File: src/rtl/register_bank.sv
// 32 x WIDTH MIPS register file with registered A/B operand latches.
// Writes use a one-hot select; $zero is hard-wired and multi-hot writes are suppressed.
module register_bank #(
    parameter int          WIDTH    = 32,
    parameter int          SP_INDEX = 29,
    parameter logic [31:0] SP_RESET = 32'h7FFF_EFFC
) (
    input  logic             clk,
    input  logic             reset,
    input  logic             reg_write,
    input  logic [31:0]      write_onehot,
    input  logic [WIDTH-1:0] write_data,
    input  logic [4:0]       read_addr1,
    input  logic [4:0]       read_addr2,
    output logic [WIDTH-1:0] read_data1,
    output logic [WIDTH-1:0] read_data2,
    output logic             onehot_err
);

    localparam logic [WIDTH-1:0] SP_VALUE = WIDTH'(SP_RESET);

    logic [WIDTH-1:0] regs [32];
    logic [31:0]      sel;
    logic             multi;
    logic             write_ok;
    logic [WIDTH-1:0] read_next1;
    logic [WIDTH-1:0] read_next2;

    // A single surviving bit means a legal write; clearing the lowest set bit detects any extra one.
    always_comb begin
        sel      = write_onehot & 32'hFFFF_FFFE;
        multi    = |(sel & (sel - 32'd1));
        write_ok = reg_write && (sel != 32'd0) && !multi;
    end

    always_comb begin
        read_next1 = '0;
        read_next2 = '0;
        if (read_addr1 != 5'd0) begin
            read_next1 = (write_ok && sel[read_addr1]) ? write_data : regs[read_addr1];
        end
        if (read_addr2 != 5'd0) begin
            read_next2 = (write_ok && sel[read_addr2]) ? write_data : regs[read_addr2];
        end
    end

    always_ff @(posedge clk or negedge reset) begin
        if (!reset) begin
            for (int k = 0; k < 32; k++) begin
                regs[k] <= (k == SP_INDEX) ? SP_VALUE : '0;
            end
            read_data1 <= '0;
            read_data2 <= '0;
            onehot_err <= 1'b0;
        end else begin
            for (int k = 1; k < 32; k++) begin
                if (write_ok && sel[k]) begin
                    regs[k] <= write_data;
                end
            end
            read_data1 <= read_next1;
            read_data2 <= read_next2;
            if (reg_write && multi) begin
                onehot_err <= 1'b1;
            end
        end
    end

endmodule

File: config.mk
export PLATFORM = sky130hd
export DESIGN_NAME = register_bank
export DESIGN_NICKNAME = d
export VERILOG_FILES = /design/src/rtl/register_bank.sv
export SDC_FILE = /design/constraint.sdc
export NUM_CORES = 2
export LEC_CHECK = 0
export CAP_MARGIN = 10
export CORE_MARGIN = 1.5
export CORE_UTILIZATION = 50
export CTS_CLUSTER_DIAMETER = 120
export DETAILED_ROUTE_END_ITERATION = 6
export PLACE_DENSITY = 0.69
export SLEW_MARGIN = 20
export SYNTH_ARGS = -nofsm -noshare
export SYNTH_HDL_FRONTEND = slang
export SYNTH_SLANG_ARGS = --single-unit
File: constraint.sdc
create_clock -name clk -period 1.9 [get_ports clk]
set_input_delay 0.57 -clock clk [delete_from_list [all_inputs] [get_ports clk]]
set_output_delay 0.57 -clock clk [all_outputs]
set_load 0.1 [all_outputs]
# [After elaboration in Yosys (flattened, before gate mapping)]
# Cells that the tools add are included.
[word_totals] ff_bits=1057 input_bits=77 output_inout_bits=65 wordCells=97
[classes] n_addsub=1 magnitude_cmp=4 mux=14 bitwise_logic=3 reduce_logical=41
[op_table] cell="$bmux 32 s5" count=2
[op_table] cell="$mux 32" count=8
[op_table] cell="$logic_and 1x1->1" count=36
[op_table] cell="$and 32x32->32" count=1
[op_table] cell="$reduce_bool 32->1" count=1
[op_table] cell="$reduce_or 32->1" count=1
[op_table] cell="$sub 32x1->32 const B" count=1
[op_table] cell="$ge 6x6->1 const B" count=2
[op_table] cell="$lt 5x6->1 const B" count=2
[op_table] cell="$not 5->6" count=2
[op_table] cell="$bmux 1 s5" count=2
[op_table] cell="$reduce_bool 5->1" count=2
[op_table] cell="$mux 1" count=2
[op_table] cell="$logic_not 1->1" count=1

# [Longest topological paths before layout]
[depth] word_depth=8 ltp_mapped=11 depth_no_buf=7

# [Worst setup path before layout]
# OpenSTA, ideal clock, no wires.
[synth_path] path_kind="input to register" start="input read_addr1[0]" end="register read_data1[11]" setup_time_ps=125 arrival_ps=3238 required_time_ps=1775 path_slack_ps=-1462 stages=9 n_path_buf=5 path_cell_list="buf_2 > buf_2 > buf_2 > clkbuf_1 > buf_1 > mux4_2 > a22oi_1 > o211ai_1 > mux2_2"
[synth_between] elab_chain_cells=6 word_cells_on_any_way=10 cone_classes="7 x mux; 1 x bitwise; 2 x reduce/logical"
[synth_lines] element="start, declared" line_no="13" source="input logic [4:0] read_addr1,"
[synth_lines] element="$not 5->6 (implied by the code)" line_no="40" source="read_next1 = (write_ok && sel[read_addr1]) ? write_data : regs[read_addr1];"
[synth_lines] element="$bmux 32 s5" line_no="40"
[synth_lines] element="$mux 32 (implied by the code) (2 in a row)" line_no="40"
[synth_lines] element="$mux 32" line_no="40"
[synth_lines] element="$mux 32 *" line_no="39" source="if (read_addr1 != 5'd0) begin"
[synth_lines] element="via read_next1[11]" line_no="26" source="logic [WIDTH-1:0] read_next1;"
[synth_lines] element="end signal, assigned" line_no="61" source="read_data1 <= read_next1;"
[synth_lines] element="end, declared" line_no="15" source="output logic [WIDTH-1:0] read_data1,"
# Mark *: on every way through the listed nets, which the timed path passes. The rest lies on a longest branch. The select of a mux whose other input is x is not followed.
# A chain may end at the register's enable or synchronous reset.

# [Final worst setup path]
[layout_path] start="input write_onehot[4]" end="register regs[534] in the netlist's numbering"
[layout_between] elab_chain_cells=6 word_cells_on_any_way=8 cone_classes="1 x add/sub; 1 x bitwise; 6 x reduce/logical"
[layout_lines] element="start, declared" line_no="11" source="input logic [31:0] write_onehot,"
[layout_lines] element="$sub 32x1->32" line_no="32" source="multi = |(sel & (sel - 32'd1));"
[layout_lines] element="$and 32x32->32" line_no="32"
[layout_lines] element="$reduce_or 32->1" line_no="32"
[layout_lines] element="$logic_not 1->1" line_no="33" source="write_ok = reg_write && (sel != 32'd0) && !multi;"
[layout_lines] element="$logic_and 1x1->1 *" line_no="33"
[layout_lines] element="$logic_and 1x1->1 *" line_no="57" source="if (write_ok && sel[k]) begin"
[layout_lines] element="end signal, assigned by index" line_no="50" source="regs[k] <= (k == SP_INDEX) ? SP_VALUE : '0;"
[layout_lines] element="end signal, assigned by index" line_no="58" source="regs[k] <= write_data;"
[layout_lines] element="end, declared" line_no="22" source="logic [WIDTH-1:0] regs [32];"
# Mark *: on every way between the ends. The rest lies on a longest branch, timed or not.

==> key figures <==
Place
  – Port Buffer Count: 140
  – Detailed Place HPWL: 114000 µm
  – RePlAce Congestion: 0.880
  – Dpl cell area: 65000 µm²

Setup path
  – CP required: 2.50 ns
  – FF-to-FF Start: regs[18]$_DFFE_PN0P_
  – CP arrival: 3.26 ns
  – Crit start category: input port
  – CP endpoint kind: register
  – R2R setup slack: -0.16 ns
  – Crit path max fanout: 11
  – Setup Crit Path Kind: in -> reg
  – CP startpoint: write_onehot[4]

Clock tree
  – Root Driver: clkbuf_16
  – Clk slew on worst S/H paths: 0.06 ns
  – CTS max path bufs: 3
  – CTS tree: built
  – Htree depth: 3
  – CTS sink cnt: 1057
  – Total CTS buffers: 113
  – Clk_lat worst skew: 0.72 ns

Drt
  – Drt drc: 0
  – Via/cell ratio: 6.70
  – DR WL/cell: 32.4 µm
  – Remaining antenna violation count: 0
  – DRT iter0 DRCs: 3954
  – Via count: 37400
  – Total Wirelength: 181000 µm
  – Pre-antenna DRT Iters: 5

Global routing
  – Vias in the first global route: 38900
  – Total GRT Usage: 0.320
  – Antenna violations before repair: 3
  – Overflow after GRT: 0
  – First-pass GRT wire length: 266000 µm
  – Largest net degree at the start of global routing: 68

STA
  – Tmin final: 2.67 ns
  – Max Transition Viols Final: 0
  – TNS Setup: -667.14 ns
  – Worst slew margin: 0.483
  – Hold Violations, Final: 0
  – Peak Freq: 0.375 GHz
  – Skew final: 0.0265 ns
  – Tcrit/Tclk final: 1.40
  – Final setup vio count: 1068
  – WHS: 0.348 ns
  – Slew @ Worst Pin: 0.775 ns
  – Final setup margin: -0.766 ns
  – RSZ-0062 raised after global routing: yes

Die
  – I/O pins: 142
  – Die H: 337 µm
  – Initial Utilization: 0.504
  – Die Wd: 337 µm
  – Die area: 114000 µm²
  – Rows: 122
  – Area of the core: 111000 µm²

Yosys
  – Yosys cell types: 50
  – Asr flop ratio synth: 1.00
  – Mean Syn Cell Area: 15.7 µm²
  – Sequential area share after synthesis: 0.474
  – Top-count cell post-synth: dfrtp_1
  – Number of synthesized flops with an enable pin: 0
  – Synth Flop Type: dfrtp_1
  – Mapped cell area: 55900 µm²
  – Yosys Warn Count: 32
  – Synth area leaders: dfrtp_1 46%, mux4_2 23%, mux2_2 20%
  – Post-synth top area share: 0.461
  – Mapped Nets: 3634
  – Syn Inst Count: 3557
  – Commonest cells post-synth: 1029 x dfrtp_1, 1003 x mux2_2, 560 x mux4_2
  – Yosys top cell by area: dfrtp_1
  – Synth Register Bits: 1057

Pwr
  – P_leak: 32.6 nW
  – Power per cell area: 717 nW/µm²
  – Worst vdd ir: 0.000699 V

Layout
  – Layout overhead on the synthesized area: 25.4%
  – Final nets: 4071
  – Fin util: 0.632
  – Final instance area: 70100 µm²
  – Layout cell share with drive strength beyond 1: 0.624
  – Fill cells: 7947

Worst hold path
  – Hold Crit Start: read_addr2[3]
  – Worst min path class: in -> reg

Status
  – Outcome: finished with violations
  – Failing checks: setup timing

Flow run
  – Max-Cap Viols: 0
-- critical path, stage by stage --
cell and delay (ns):
buf_8 0.10, or4_4 0.53, or3_4 0.35, a21oi_2 0.15
nand4_1 0.15, nor4_4 0.22, buf_6 0.19, buf_12 0.11
buf_12 0.13, nand3_4 0.19, buf_12 0.23, mux2_4 0.31
-- state kept, by name, summed over array words and instances, names as in the netlist --
name and flops:
read_data2 32, regs 992, read_data1 32, onehot_err 1
-- timing repair --
action | CTS | global route
endpoints found under the setup margin | 1098 | 1072
gates resized for setup | 139 | 65
hold buffers | 1 | 0
gates cloned | 11 | 9
setup buffers | 27 | 20
endpoints found under the hold margin | 15 | 0
pin swaps | 17 | 8
-- stage by stage --
step                worst slack [ns]  power [mW]  instances
global route                  -0.827        51.7       5580
finish                        -0.766        50.3       5581
global placement               -1.73        27.8       5306
CTS                           -0.674        50.5       5557
detailed placement             -1.77        27.9       5306
floorplan                      -1.08        25.4       3557
-- layer usage --
metal / part of all wire / up-vias / track usage
li1: - / 14900 / -
met1: 0.40 / 20300 / 0.441
met2: 0.47 / 1804 / 0.506
met3: 0.081 / 444 / 0.0584
met4: 0.048 / 2 / 0.130
met5: 0.000072 / - / 0
-- worst paths after layout --
check	end	depth (start not counted)
max in group asynchronous	regs[77]$_DFFE_PN1P_	4
hold reg to reg	regs[241]$_DFFE_PN0P_	1
hold / removal	read_data2[31]$_DFF_PN0_	4
setup reg to reg	read_data2[18]$_DFF_PN0_	5
setup / recovery	regs[534]$_DFFE_PN0P_	12
min in group asynchronous	regs[318]$_DFFE_PN0P_	2
-- power by group --
part	total, mW	internal, mW	switching (mW)
Combinational	4.64	1.98	2.65
Clock	22.8	13.2	9.56
Sequential	22.9	22.7	0.152
Total	50.3	37.9	12.4
-- logic make-up (layout without fill, tap and decap cells) --
kind of cell	Yosys count	count (layout)	share of synthesized area
fa+ha+maj	2	2	0.000358
other cells	0	1	0
compound gates	205	205	0.0268
mux	1703	1703	0.454
simple gates	204	204	0.0185
flops	1057	1057	0.474
buf+inv	386	921	0.0262
-- cells in the final DEF (no fill, tap or decap), types with 6 or more instances in the layout --
cell type        count
a221oi_1            16
buf_12             251
bufinv_16            8
clkinv_2            26
buf_16              11
nand3_4             30
a22o_1              49
a22oi_1             16
buf_6               29
o21ai_0             46
mux4_2             560
mux2_1              15
clkbuf_16          123
a211oi_1            28
mux2_4              64
nor2_1              22
clkdlybuf4s50_1     34
mux2_2             980
o211ai_1            15
mux2i_1             84
nand3_1             51
buf_8                6
dfrtp_1           1029
nor2b_1             16
buf_2                8
nand2_1             41
dfstp_2             28
dlygate4sd2_1        9
buf_4              339
o21ai_1              6
clkbuf_1            23
clkbuf_8            27
-- cell type report --
class / count / area, µm² / share of cell area
Antenna cell: 1 / 2.50 / 0.0000357
Clock buffer: 163 / 3310 / 0.0472
Clock inverter: 50 / 531 / 0.00757
Multi-Input combinational cell: 2114 / 28800 / 0.411
Sequential cell: 1057 / 26500 / 0.378
Tap cell: 1488 / 1860 / 0.0266
Timing Repair Buffer: 708 / 9110 / 0.130
No activity file was read; power rests on OpenSTA's default activity.
